**config.mk**
```make
export PLATFORM = sky130hd
export DESIGN_NAME = umich_state_readback_flat
export DESIGN_NICKNAME = d
export VERILOG_FILES = /design/src/rtl/umich_state_readback_if.sv /design/src/rtl/umich_state_readback.sv /design/src/flat_wrapper.sv
export SDC_FILE = /design/constraint.sdc
export NUM_CORES = 1
export LEC_CHECK = 0
export CAP_MARGIN = 20
export CORE_MARGIN = 8
export CORE_UTILIZATION = 54
export CTS_CLUSTER_DIAMETER = 150
export CTS_CLUSTER_SIZE = 20
export DETAILED_ROUTE_END_ITERATION = 10
export GPL_ROUTABILITY_DRIVEN = 1
export PLACE_DENSITY = 0.85
export SKIP_CTS_REPAIR_TIMING = 1
export SYNTH_ARGS = -nofsm -noshare
export SYNTH_HDL_FRONTEND = slang
export SYNTH_SLANG_ARGS = --single-unit
```
**constraint.sdc**
```tcl
create_clock -name clocked_on -period 4 [get_ports clocked_on]
set_input_delay 0.6 -clock clocked_on [delete_from_list [all_inputs] [get_ports clocked_on]]
set_output_delay 0.6 -clock clocked_on [all_outputs]
set_load 0.03 [all_outputs]
```
**src/rtl/umich_state_readback_if.sv**
```systemverilog
// Serial readback stream: one data bit per beat, LSB first, valid/ready handshake.
//   valid : beat present (master -> slave)
//   ready : slave accepts beat (slave -> master)
//   data  : serial data bit
//   last  : final beat of the snapshot
interface umich_state_readback_if;
  logic valid;
  logic ready;
  logic data;
  logic last;

  modport master (output valid, output data, output last, input ready);
  modport slave  (input valid, input data, input last, output ready);
endinterface

```
**src/rtl/umich_state_readback.sv**
```systemverilog
// Snapshots WIDTH register bits from a parallel state tap and streams them out serially,
// LSB first, over a valid/ready port. Used for debug dumps of mapped netlist registers.
//
// Optional feature macro: UMICH_READBACK_PARITY_EN
//   When defined, an extra final beat carries even parity (XOR of all captured bits),
//   computed at capture time. When undefined, no parity logic exists.
//
// Ports:
//   clocked_on  : clock, rising edge
//   clear       : asynchronous active-low reset
//   capture_req : snapshot request, honoured only while idle
//   state_in    : parallel state tap (WIDTH bits)
//   busy        : high while a snapshot is held, being shifted, or completing
//   done        : one-cycle pulse after the final beat is accepted
//   sout        : serial stream (master side of umich_state_readback_if)
module umich_state_readback #(
  parameter int unsigned WIDTH = 32
) (
  input  logic                          clocked_on,
  input  logic                          clear,
  input  logic                          capture_req,
  input  logic [WIDTH-1:0]              state_in,
  output logic                          busy,
  output logic                          done,
  umich_state_readback_if.master        sout
);

`ifdef UMICH_READBACK_PARITY_EN
  localparam int unsigned Beats = WIDTH + 1;
`else
  localparam int unsigned Beats = WIDTH;
`endif
  localparam int unsigned CntW = $clog2(WIDTH + 2);
  localparam logic [CntW-1:0] LastCnt = CntW'(Beats - 1);

  typedef enum logic [1:0] {StIdle, StShift, StDone} state_e;

  state_e            state_q;
  logic [Beats-1:0]  shadow_q;
  logic [Beats-1:0]  shadow_d;
  logic [CntW-1:0]   cnt_q;

  // Capture value: the parity bit, when present, sits above the data so it shifts out last.
  always_comb begin
    shadow_d = '0;
`ifdef UMICH_READBACK_PARITY_EN
    shadow_d = {^state_in, state_in};
`else
    shadow_d = state_in;
`endif
  end

  always_ff @(posedge clocked_on or negedge clear) begin
    if (!clear) begin
      state_q  <= StIdle;
      shadow_q <= '0;
      cnt_q    <= '0;
    end else begin
      unique case (state_q)
        StIdle: begin
          if (capture_req) begin
            shadow_q <= shadow_d;
            cnt_q    <= '0;
            state_q  <= StShift;
          end
        end
        StShift: begin
          // valid is always high here, so ready alone marks a transfer.
          if (sout.ready) begin
            shadow_q <= shadow_q >> 1;
            if (cnt_q == LastCnt) begin
              cnt_q   <= '0;
              state_q <= StDone;
            end else begin
              cnt_q <= cnt_q + CntW'(1);
            end
          end
        end
        StDone: begin
          state_q <= StIdle;
        end
        default: begin
          state_q <= StIdle;
        end
      endcase
    end
  end

  // Outputs decode registered state only; ready never reaches valid combinationally.
  assign busy       = (state_q != StIdle);
  assign done       = (state_q == StDone);
  assign sout.valid = (state_q == StShift);
  assign sout.data  = shadow_q[0];
  assign sout.last  = (state_q == StShift) && (cnt_q == LastCnt);

endmodule

```
**src/flat_wrapper.sv**
```systemverilog
// flat-port wrapper written by rule: the top's interface ports become plain ports
module umich_state_readback_flat 
#(
  parameter int unsigned WIDTH = 32
)
  (clocked_on, clear, capture_req, state_in, busy, done, sout_valid, sout_data, sout_last, sout_ready);
  umich_state_readback_if sout_i ();
  input  logic clocked_on;
  input  logic clear;
  input  logic capture_req;
  input  logic [WIDTH-1:0] state_in;
  output logic busy;
  output logic done;
  output wire logic [$bits(sout_i.valid)-1:0] sout_valid;
  output wire logic [$bits(sout_i.data)-1:0] sout_data;
  output wire logic [$bits(sout_i.last)-1:0] sout_last;
  input wire logic [$bits(sout_i.ready)-1:0] sout_ready;
  assign sout_valid = sout_i.valid;
  assign sout_data = sout_i.data;
  assign sout_last = sout_i.last;
  assign sout_i.ready = sout_ready;
  umich_state_readback #(.WIDTH(WIDTH)) u_core (.clocked_on(clocked_on), .clear(clear), .capture_req(capture_req), .state_in(state_in), .busy(busy), .done(done), .sout(sout_i));
endmodule
```
After elaboration in Yosys (flattened, before gate mapping)
Cells that the tools add are included.
W data, S select, Z words.

storage, ports and cells
  bits of input ports = 36
  register bits = 40

cells by class
  add/subtract/negate cells = 1
  eq/ne operators = 6
  reduce and logical (&&, ||, !) cells = 6
  muxes and demuxes = 11

operators by type and width
  kind                   count
  $mux W32               2
  $pmux W32 S2           1
  $mux W6                3
  $pmux W6 S2            1
  $add A6 B1 Y6 const B  1
  $eq A6 B5 Y1 const B   1
  $mux W2                3
  $reduce_and A3 Y1      2
  $ne A2 B1 Y1 const B   2
  $pmux W2 S2            1
  $reduce_bool A2 Y1     2
  $eq A2 B1 Y1 const B   1
  $eq A2 B2 Y1 const B   1
  $logic_not A2 Y1       1
  $ne A2 B2 Y1 const B   1
  $logic_and A1 B1 Y1    1

Longest topological paths before layout
Gate-level depths: netlist of run 1.

  depth after elaboration = 4
  mapped depth = 6

Least setup slack after synthesis of run 1
Ideal clock, no wire load.

  kind = reg2out
  from = reg u_core.cnt_q[0]
  to = out sout_last
  cell stages (with the launch flop) = 5
  required time = 3.400 ns
  slack = 2.015 ns
  arrival time = 1.385 ns
  buffers on the path = 0
  cell sequence = dfrtp_1 ha_1 nand3_1 nor3b_1 and2_1

on the way
  cells in the longest elaborated chain, start to end = 2

RTL lines
  item                    RTL line                    source
  start, declared         umich_state_readback.sv:41  logic [CntW-1:0] cnt_q;
  start signal, assigned  umich_state_readback.sv:75  cnt_q <= cnt_q + CntW'(1);
  $eq A6 B5 Y1            umich_state_readback.sv:94  assign sout.last = (state_q == StShift) && (cnt_q == LastCnt);
  $logic_and A1 B1 Y1     umich_state_readback.sv:94
  end, declared           flat_wrapper.sv:16          output wire logic [$bits(sout_i.last)-1:0] sout_last;

No other way between the ends.

Worst setup path after layout of run 1
Same ends and word-level chain as after synthesis.

==> flow_summary.json, run 1 <==
{
  "die_area_sq_um": 5630,
  "slew_viol_final": 0,
  "yosys.cell_types.count": 27,
  "vias_in_the_first_global_route": 1513,
  "path_max_fanout": 6,
  "crit_path_end_kind": "output port",
  "die-height_um": 75.1,
  "finalSetupViolCount": 0,
  "grt_antenna_before_repair": 0,
  "worst_slack_ns": 0.890,
  "setup-tns-final_ns": 0,
  "pin_count": 41,
  "pin_count_of_the_biggest_net_entering_global_routing": 73,
  "clk_root_buffer_cell": "clkbuf_4",
  "timing_worst_slew_pin_value_ns": 0.860,
  "p_total_mw": 1.34,
  "cts_tree": "yes",
  "max-vdd-ir-drop_uv": 325,
  "drc": 0,
  "timing.final.crit_share": 0.778,
  "swShare": 0.365,
  "clock_latency_ns": 0.34,
  "place_hpwl_mm": 2.83,
  "fmax_ghz": 0.322,
  "grt_pass1_wl_mm": 6.46,
  "synth.avg_cell_area_sq_um": 10.2,
  "share_comb_of_total_power": 0.394,
  "syn_to_final_growth_pct": 24.5,
  "crit_required_ns": 3.40,
  "clock-skew-final_ns": 0.00407,
  "final_antenna_net_count": 0,
  "hold_viol_final": 0,
  "power_share_of_the_clock_group": 0.138,
  "final_util": 0.702,
  "numClockSinks": 40,
  "synthCells": 184,
  "globalRouteOverflowTotal": 0,
  "synthDominantCellAreaShare": 0.532,
  "slew-limit-headroom": 0.426,
  "synth.yosys.seq_area_share": 0.532,
  "post-route-min-period_ns": 3.11,
  "arrival_time_reported_for_the_critical_path_endpoint_ns": 2.51,
  "fillerInstances": 269,
  "clockBufferDepth": 2,
  "critical_path_cell_by_cell": "ha_1 > nand3_1 > nor3b_1 > and2_1 > clkdlybuf4s50_1",
  "post_synth_main_area_contributors": "dfrtp_1 53%, mux2i_1 17%, o21ai_0 9.3%, nand2_1 7.4%, buf_4 1.2%",
  "path_buf_inv": 1,
  "drt_wl_total_mm": 3.96,
  "post_layout_nonfiller_instances": 267,
  "nets": 258,
  "first_pass_iters": 4,
  "largest_stage_delay_worst_path_ns": 0.67,
  "cp-startpoint": "u_core.cnt_q[0]",
  "ys_ff_latch": 40,
  "internal_power_uw": 851,
  "ys.warnings.count": 0,
  "placed_cells_incl_taps": 259,
  "critical-path-slowest-cell": "clkdlybuf4s50_1",
  "count_of_max_cap_constraint_violations": 0,
  "worstSetupPathType": "register to output port",
  "dr.first_iter.drc_count": 75,
  "route.vias.total": 1433,
  "clk_transition_reported_paths_ns": 0.11,
  "pre_cts_slack_ns": 1.29,
  "synth_top_area_cell": "dfrtp_1",
  "number_of_antenna_diodes": 0,
  "p_per_cell_area_nw_per_um2": 572,
  "pwr-share-seq": 0.469,
  "cts.htree.levels": 2,
  "row_count": 21,
  "worstReg2RegStart": "u_core.state_q[1]",
  "p_leak_nw": 1.17,
  "drive_above_1_share": 0.0543,
  "postSynthNetCount": 221,
  "wl_per_cell_um": 14.8,
  "globalplace.congestion": 0.747,
  "grt.total_usage": 0.150,
  "grt_setup_unrepaired": "no",
  "cts_buffers": 5,
  "die_width_um": 75.1,
  "worstSetupStartpointType": "register",
  "holdCritPathClass": "input pin to asynchronous set/reset pin",
  "outcome": "finished, final reports clean",
  "critical_path_s_top_delay_family": "simple AND/OR/NAND/NOR gates",
  "floorplan.core_area_sq_um": 3340,
  "io_buffer_count": 40,
  "area_of_the_mapped_netlist_sq_um": 1880,
  "net-switching-power_uw": 489,
  "drt-vias-per-instance": 5.37,
  "initial_utilization": 0.564
}
==> registers in the layout, indices dropped and copies added (netlist names) <==
| signal | cells |
|---|---|
| u_core.shadow_q | 32 |
| u_core.cnt_q | 6 |
| u_core.state_q | 2 |
==> final cells by class <==
class | count | area, sq um | area share
Clock buffer | 6 | 41.3 | 0.0176
Tap cell | 46 | 57.6 | 0.0246
Multi-Input combinational cell | 131 | 812 | 0.347
Timing Repair Buffer | 42 | 423 | 0.180
Inverter | 1 | 3.75 | 0.00160
Sequential cell | 40 | 1000 | 0.427
Clock inverter | 1 | 5.00 | 0.00214
==> path summary, 6_finish.rpt <==
path	depth (start not counted)	end	slack, ns
worst max-delay path	5	sout_last	0.89
worst min-delay path	1	u_core.shadow_q[4]	0.36
worst max register to register	6	u_core.cnt_q[5]	1.73
worst min register to register	2	u_core.shadow_q[4]	0.49
max in group asynchronous	1	u_core.shadow_q[8]	3.10
min in group clocked_on	2	u_core.shadow_q[4]	0.49
==> stage by stage <==
step           area, sq um  hold slack [ns]
6_report              2340            0.358
5_1_grt               2340            0.410
4_1_cts               2320            0.369
3_5_place_dp          2280            0.471
3_3_place_gp          2280            0.456
2_1_floorplan         1880            0.304
==> Yosys cell counts <==
cell type,n
or4_1,1
buf_2,2
inv_2,1
nor3b_1,2
nor2_1,3
nand3_1,4
mux2i_1,32
o21ai_0,35
a32o_1,1
nor3_1,1
and2b_1,1
buf_6,1
a31oi_1,1
buf_4,3
a211o_1,1
dfrtp_1,40
o31ai_1,2
or2_0,1
or2_2,1
a311oi_1,1
ha_1,1
clkbuf_1,6
nand2_1,37
and2_1,1
or2_1,1
and3_1,2
nand2b_1,2
==> cell families after synthesis <==
kind of cell | Yosys count | synth area share
adders and majority gates | 1 | 0.00664
muxes | 32 | 0.170
and+or+nand+nor | 57 | 0.136
buffers and inverters | 13 | 0.0372
AOI/OAI and AO/OA | 41 | 0.119
DFF | 40 | 0.532
==> layer usage <==
metal | global-route usage | share of wire
met1 | 0.165 | 0.42
met2 | 0.247 | 0.49
met3 | 0.0533 | 0.060
met4 | 0.0804 | 0.020
met5 | 0 | 0
==> layout by cell type (no fill, tap or decap) <==
cell and n:
nand3_1 4, clkbuf_1 1, inv_2 1, mux2i_1 32
clkdlybuf4s50_1 39, clkinv_2 1, a32o_1 1, o21ai_0 35
a31oi_1 1, nor3b_1 2, nand2b_1 2, ha_1 1
buf_12 1, buf_4 1, clkbuf_4 5, dfrtp_1 40
and3_1 2, and2_1 1, a211o_1 1, or2_0 1
nor2_1 3, nor3_1 1, or4_1 1, and2b_1 1
nand2_1 37, a311oi_1 1, or2_2 2, o31ai_1 2
buf_2 1
==> power by group through the flow <==
stage | Combinational, mW | Sequential [mW] | Clock (mW)
after global routing | 0.591 | 0.644 | 0.208
final | 0.527 | 0.628 | 0.185
after floorplan | 0.399 | 0.614 | 0
after CTS | 0.521 | 0.627 | 0.193
after global placement | 0.488 | 0.621 | 0
after detailed placement | 0.518 | 0.636 | 0
(Power assumes the default switching activity.)
==> run 2, diff against run 1 <==
CORE_UTILIZATION = 50   (was 54)
PLACE_DENSITY = 0.8   (was 0.85)
clock period = 3.2 ns   (was 4 ns; I/O delays follow)
==> run 2 against run 1 <==
Compared with the run above:
- via count decreased by 0.70%
- non-clock buffer count increased by 1
- global-route usage decreased by 1.7 points
- clock power increased by 86%
- die area increased by 6.3%
- count of clock-buffer cells in the layout unchanged
- utilization decreased by 4.5 points
- critical path type unchanged
- largest power group unchanged
- highest routed layer unchanged
==> flow_summary.json, run 2 (synthesis gave the netlist of run 1 again) <==
{
  "post_layout_nonfiller_instances": 271,
  "pin_count": 41,
  "first_pass_iters": 4,
  "syn_to_final_growth_pct": 26.8,
  "drive_above_1_share": 0.0673,
  "regToRegSetupSlack_ns": 1.11,
  "grt_antenna_before_repair": 0,
  "nets": 259,
  "finalSetupViolCount": 0,
  "slew-limit-headroom": 0.420,
  "clk_root_buffer_cell": "clkbuf_8",
  "fillerInstances": 313,
  "clock-skew-final_ns": 0.00809,
  "r2r.worst_path.cells": 6,
  "count_of_max_cap_constraint_violations": 0,
  "cts_tree": "yes",
  "worstReg2RegStart": "u_core.state_q[1]",
  "die-height_um": 77.4,
  "route.vias.total": 1423,
  "crit_required_ns": 2.72,
  "drc": 0,
  "holdCritPathClass": "input pin to asynchronous set/reset pin",
  "dr.first_iter.drc_count": 117,
  "largest_stage_delay_worst_path_ns": 0.66,
  "io_buffer_count": 40,
  "timing_worst_slew_pin_value_ns": 0.870,
  "globalRouteOverflowTotal": 0,
  "slew_viol_final": 0,
  "critical-path-slowest-cell": "clkdlybuf4s50_1",
  "die_area_sq_um": 5990,
  "clock_latency_ns": 0.30,
  "seq_area_sq_um": 1000,
  "place_hpwl_mm": 2.64,
  "setup-tns-final_ns": 0,
  "hold_viol_final": 0,
  "crit_path_end_kind": "output port",
  "p_per_cell_area_nw_per_um2": 740,
  "final_antenna_net_count": 0,
  "worstSetupStartpointType": "register",
  "largest_register_ffs": 32,
  "arrival_time_reported_for_the_critical_path_endpoint_ns": 2.21,
  "grt_pass1_wl_mm": 6.64,
  "globalplace.congestion": 0.722,
  "vias_in_the_first_global_route": 1473,
  "grt.total_usage": 0.133,
  "holdWs_ns": 0.290,
  "timing.final.crit_share": 0.840,
  "floorplan.core_area_sq_um": 3630,
  "pre_cts_slack_ns": 0.852,
  "regToRegEndpoint": "u_core.cnt_q[5]",
  "placed_cells_incl_taps": 263,
  "number_of_antenna_diodes": 0,
  "cts.htree.levels": 2,
  "numClockSinks": 40,
  "p_total_mw": 1.77,
  "worstSetupPathType": "register to output port",
  "layout.cell_area.non_filler_sq_um": 2390,
  "multi_input_combinational_cell_area_sq_um": 812,
  "post-route-min-period_ns": 2.69,
  "final_cell_mix": "40 x dfrtp_1, 39 x clkdlybuf4s50_1, 37 x nand2_1",
  "worst_slack_ns": 0.512,
  "grt_setup_unrepaired": "no",
  "clk_transition_reported_paths_ns": 0.08,
  "critical_path_cell_by_cell": "ha_1 > nand3_1 > nor3b_1 > buf_4 > and2_1 > clkdlybuf4s50_1",
  "outcome": "finished, final reports clean",
  "final_util": 0.657,
  "cts_buffers": 5,
  "path_buf_inv": 2,
  "drt_wl_total_mm": 3.73,
  "pin_count_of_the_biggest_net_entering_global_routing": 41,
  "post_dp_cell_area_sq_um": 2290,
  "die_width_um": 77.4,
  "initial_utilization": 0.518,
  "p_leak_nw": 1.19,
  "path_max_fanout": 6,
  "clockBufferDepth": 2,
  "drt-vias-per-instance": 5.25,
  "max-vdd-ir-drop_uv": 392,
  "mostFrequentLayoutCell": "dfrtp_1",
  "top_register": "u_core.shadow_q",
  "critical_path_s_top_delay_family": "buffers and inverters",
  "row_count": 22,
  "wl_per_cell_um": 13.8,
  "fmax_ghz": 0.372,
  "layout_top_registers": "u_core.shadow_q x32, u_core.cnt_q x6, u_core.state_q x2"
}
## run 2: changes by cell type in the layout (fill, tap and decap cells not counted), sizes merged
| cell | delta |
|---|---|
| clkinv | +1 |
| buf | +1 |
## run 2: worst reg2reg max path, cell delays in order (launching register included)
cell and delay [ns]:
dfrtp_1 0.41, nand2b_1 0.31, inv_2 0.22, buf_4 0.44
nand2_1 0.14, or2_0 0.26, o31ai_1 0.23
## run 2: where the power goes
group / total [mW] / internal, mW / switching [mW]
logic: 0.643 / 0.303 / 0.340
registers: 0.779 / 0.675 / 0.105
clock network: 0.344 / 0.172 / 0.172
## run 2: how the worst max path moves through the flow
stage | startpoint | slack, ns | endpoint | cells past startpoint
global placement | sout_ready | 0.89 | u_core.cnt_q[2] | 6
finish | u_core.cnt_q[0] | 0.51 | sout_last | 6
CTS | u_core.cnt_q[0] | 0.52 | sout_last | 6
detailed placement | sout_ready | 0.85 | u_core.cnt_q[2] | 6
floorplan | u_core.cnt_q[0] | 1.34 | sout_last | 4
global route | u_core.cnt_q[0] | 0.39 | sout_last | 6
## run 2: layout make-up
type	instances	area share
multi-input combinational	131	0.340
inverter	1	0.00157
timing repair buffer	43	0.175
sequential	40	0.419
clock buffer	6	0.0346
tap	48	0.0252
clock inverter	2	0.00419
## run 2: metal layers
| metal | wire length, um | track usage | up-vias |
|---|---|---|---|
| met5 | 0 | 0 | - |
| met4 | 57 | 0.0604 | 0 |
| met3 | 237 | 0.0438 | 7 |
| met2 | 1630 | 0.197 | 38 |
| met1 | 1810 | 0.173 | 667 |
| li1 | - | - | 711 |
==> run 3, diff against run 2 <==
clock period = 2.75 ns   (was 3.2 ns; I/O delays follow)
==> run 3 against run 2 <==
Compared with the run above:
- clock power is 35% higher
- count of clock-buffer cells in the layout stayed put
- sequential power is 16% higher
==> flow_summary.json, run 3 (synthesis gave the netlist of run 1 again) <==
{
  "max-vdd-ir-drop_uv": 425,
  "cp-startpoint": "u_core.cnt_q[0]",
  "critical_path_s_top_delay_family": "buffers and inverters",
  "cts_buffers": 5,
  "grt.total_usage": 0.129,
  "p_total_mw": 2.12,
  "clk_transition_reported_paths_ns": 0.08,
  "initial_utilization": 0.518,
  "nets": 261,
  "globalplace.congestion": 0.759,
  "fillerInstances": 307,
  "drc": 0,
  "worst_slack_ns": 0.261,
  "p_leak_nw": 1.21,
  "seq_area_sq_um": 1000,
  "worstSetupStartpointType": "register",
  "wl_per_cell_um": 12.9,
  "cts.htree.levels": 2,
  "layout_top_registers": "u_core.shadow_q x32, u_core.cnt_q x6, u_core.state_q x2",
  "die_width_um": 77.4,
  "slew-limit-headroom": 0.436,
  "drt_wl_total_mm": 3.52,
  "dr.first_iter.drc_count": 87,
  "pin_count": 41,
  "clk_root_buffer_cell": "clkbuf_8",
  "met1_usage": 0.162,
  "critical_path_cell_by_cell": "ha_1 > nand3_1 > nor3b_1 > and2_1 > clkdlybuf4s50_1",
  "gr-usage-met2": 0.197,
  "clock-skew-final_ns": 0.00908,
  "path_depth": 5,
  "slew_viol_final": 0,
  "numClockSinks": 40,
  "place_hpwl_mm": 2.57,
  "grt_antenna_before_repair": 0,
  "grt_busiest_layer": "met2",
  "worstReg2RegStart": "u_core.state_q[1]",
  "holdCritPathClass": "input pin to asynchronous set/reset pin",
  "clock_latency_ns": 0.29,
  "route.vias.total": 1424,
  "cts_tree": "yes",
  "final_cell_mix": "40 x dfrtp_1, 39 x clkdlybuf4s50_1, 37 x nand2_1",
  "syn_to_final_growth_pct": 28.4,
  "layout.cell_area.non_filler_sq_um": 2420,
  "pin_count_of_the_biggest_net_entering_global_routing": 41,
  "worstSetupPathType": "register to output port",
  "top_register": "u_core.shadow_q",
  "critical-path-slowest-cell": "clkdlybuf4s50_1",
  "regToRegSetupSlack_ns": 0.93,
  "finalSetupViolCount": 0,
  "use_met3": 0.0553,
  "grt_pass1_wl_mm": 6.49,
  "drt-vias-per-instance": 5.22,
  "regToRegEndpoint": "u_core.cnt_q[5]",
  "clockBufferDepth": 2,
  "fmax_ghz": 0.402,
  "timing_worst_slew_pin_value_ns": 0.845,
  "path_max_fanout": 4,
  "hold_viol_final": 0,
  "arrival_time_reported_for_the_critical_path_endpoint_ns": 2.08,
  "globalRouteOverflowTotal": 0,
  "outcome": "finished, final reports clean",
  "vias_in_the_first_global_route": 1456,
  "row_count": 22,
  "setup-tns-final_ns": 0,
  "die_area_sq_um": 5990,
  "mostFrequentLayoutCell": "dfrtp_1",
  "p_per_cell_area_nw_per_um2": 877,
  "count_of_max_cap_constraint_violations": 0,
  "number_of_antenna_diodes": 0,
  "pre_cts_slack_ns": 0.575,
  "drive_above_1_share": 0.0711,
  "crit_path_end_kind": "output port",
  "timing.final.crit_share": 0.905,
  "floorplan.core_area_sq_um": 3630,
  "crit_required_ns": 2.34,
  "r2r.worst_path.cells": 6,
  "post_dp_cell_area_sq_um": 2310,
  "final_antenna_net_count": 0,
  "largest_stage_delay_worst_path_ns": 0.66,
  "die-height_um": 77.4,
  "multi_input_combinational_cell_area_sq_um": 812,
  "io_buffer_count": 40,
  "path_buf_inv": 1,
  "first_pass_iters": 4,
  "largest_register_ffs": 32,
  "post-route-min-period_ns": 2.49,
  "grt_setup_unrepaired": "no",
  "cp-endpoint": "sout_last"
}
## run 3: cell types whose count changed in the layout (fill, tap and decap cells not counted)
| cell | delta |
|---|---|
| buf_4 | +2 |
| bufinv_16 | +1 |
| clkbuf_1 | +1 |
| clkbuf_8 | -1 |
| clkinv_2 | -1 |
## run 3: how the worst min path moves through the flow
stage	start	end	slack [ns]	cells after the start
finish	clear	u_core.shadow_q[2]	0.22	1
global route	clear	u_core.shadow_q[2]	0.31	1
CTS	clear	u_core.shadow_q[2]	0.25	1
detailed placement	u_core.shadow_q[12]	u_core.shadow_q[12]	0.47	2
global placement	u_core.state_q[1]	u_core.state_q[0]	0.46	1
floorplan	clear	u_core.cnt_q[0]	0.12	0
## run 3: layout make-up
type	instances	share of cell area
Timing Repair Buffer	45	0.179
Inverter	1	0.00155
Clock inverter	2	0.0145
Sequential cell	40	0.414
Multi-Input combinational cell	131	0.336
Tap cell	48	0.0248
Clock buffer	6	0.0300
## run 3: where the power goes
part / total (mW) / internal [mW] / switching [mW]
sequential: 0.901 / 0.785 / 0.117
combinational: 0.755 / 0.363 / 0.392
clock: 0.464 / 0.269 / 0.194
total: 2.12 / 1.42 / 0.703
## run 3: stage by stage
stage	instances	util	hold WS [ns]
final	273	0.665	0.220
after global routing	273	0.665	0.308
after CTS	273	0.665	0.250
after detailed placement	265	0.636	0.470
after global placement	265	0.636	0.456
after floorplan	184	-	0.117
## run 3: routing by layer
layer / share of wire / up-vias / wire length, um
li1: - / 718 / -
met1: 0.48 / 661 / 1700
met2: 0.44 / 40 / 1540
met3: 0.073 / 5 / 258
met4: 0.0088 / 0 / 31
met5: 0 / - / 0
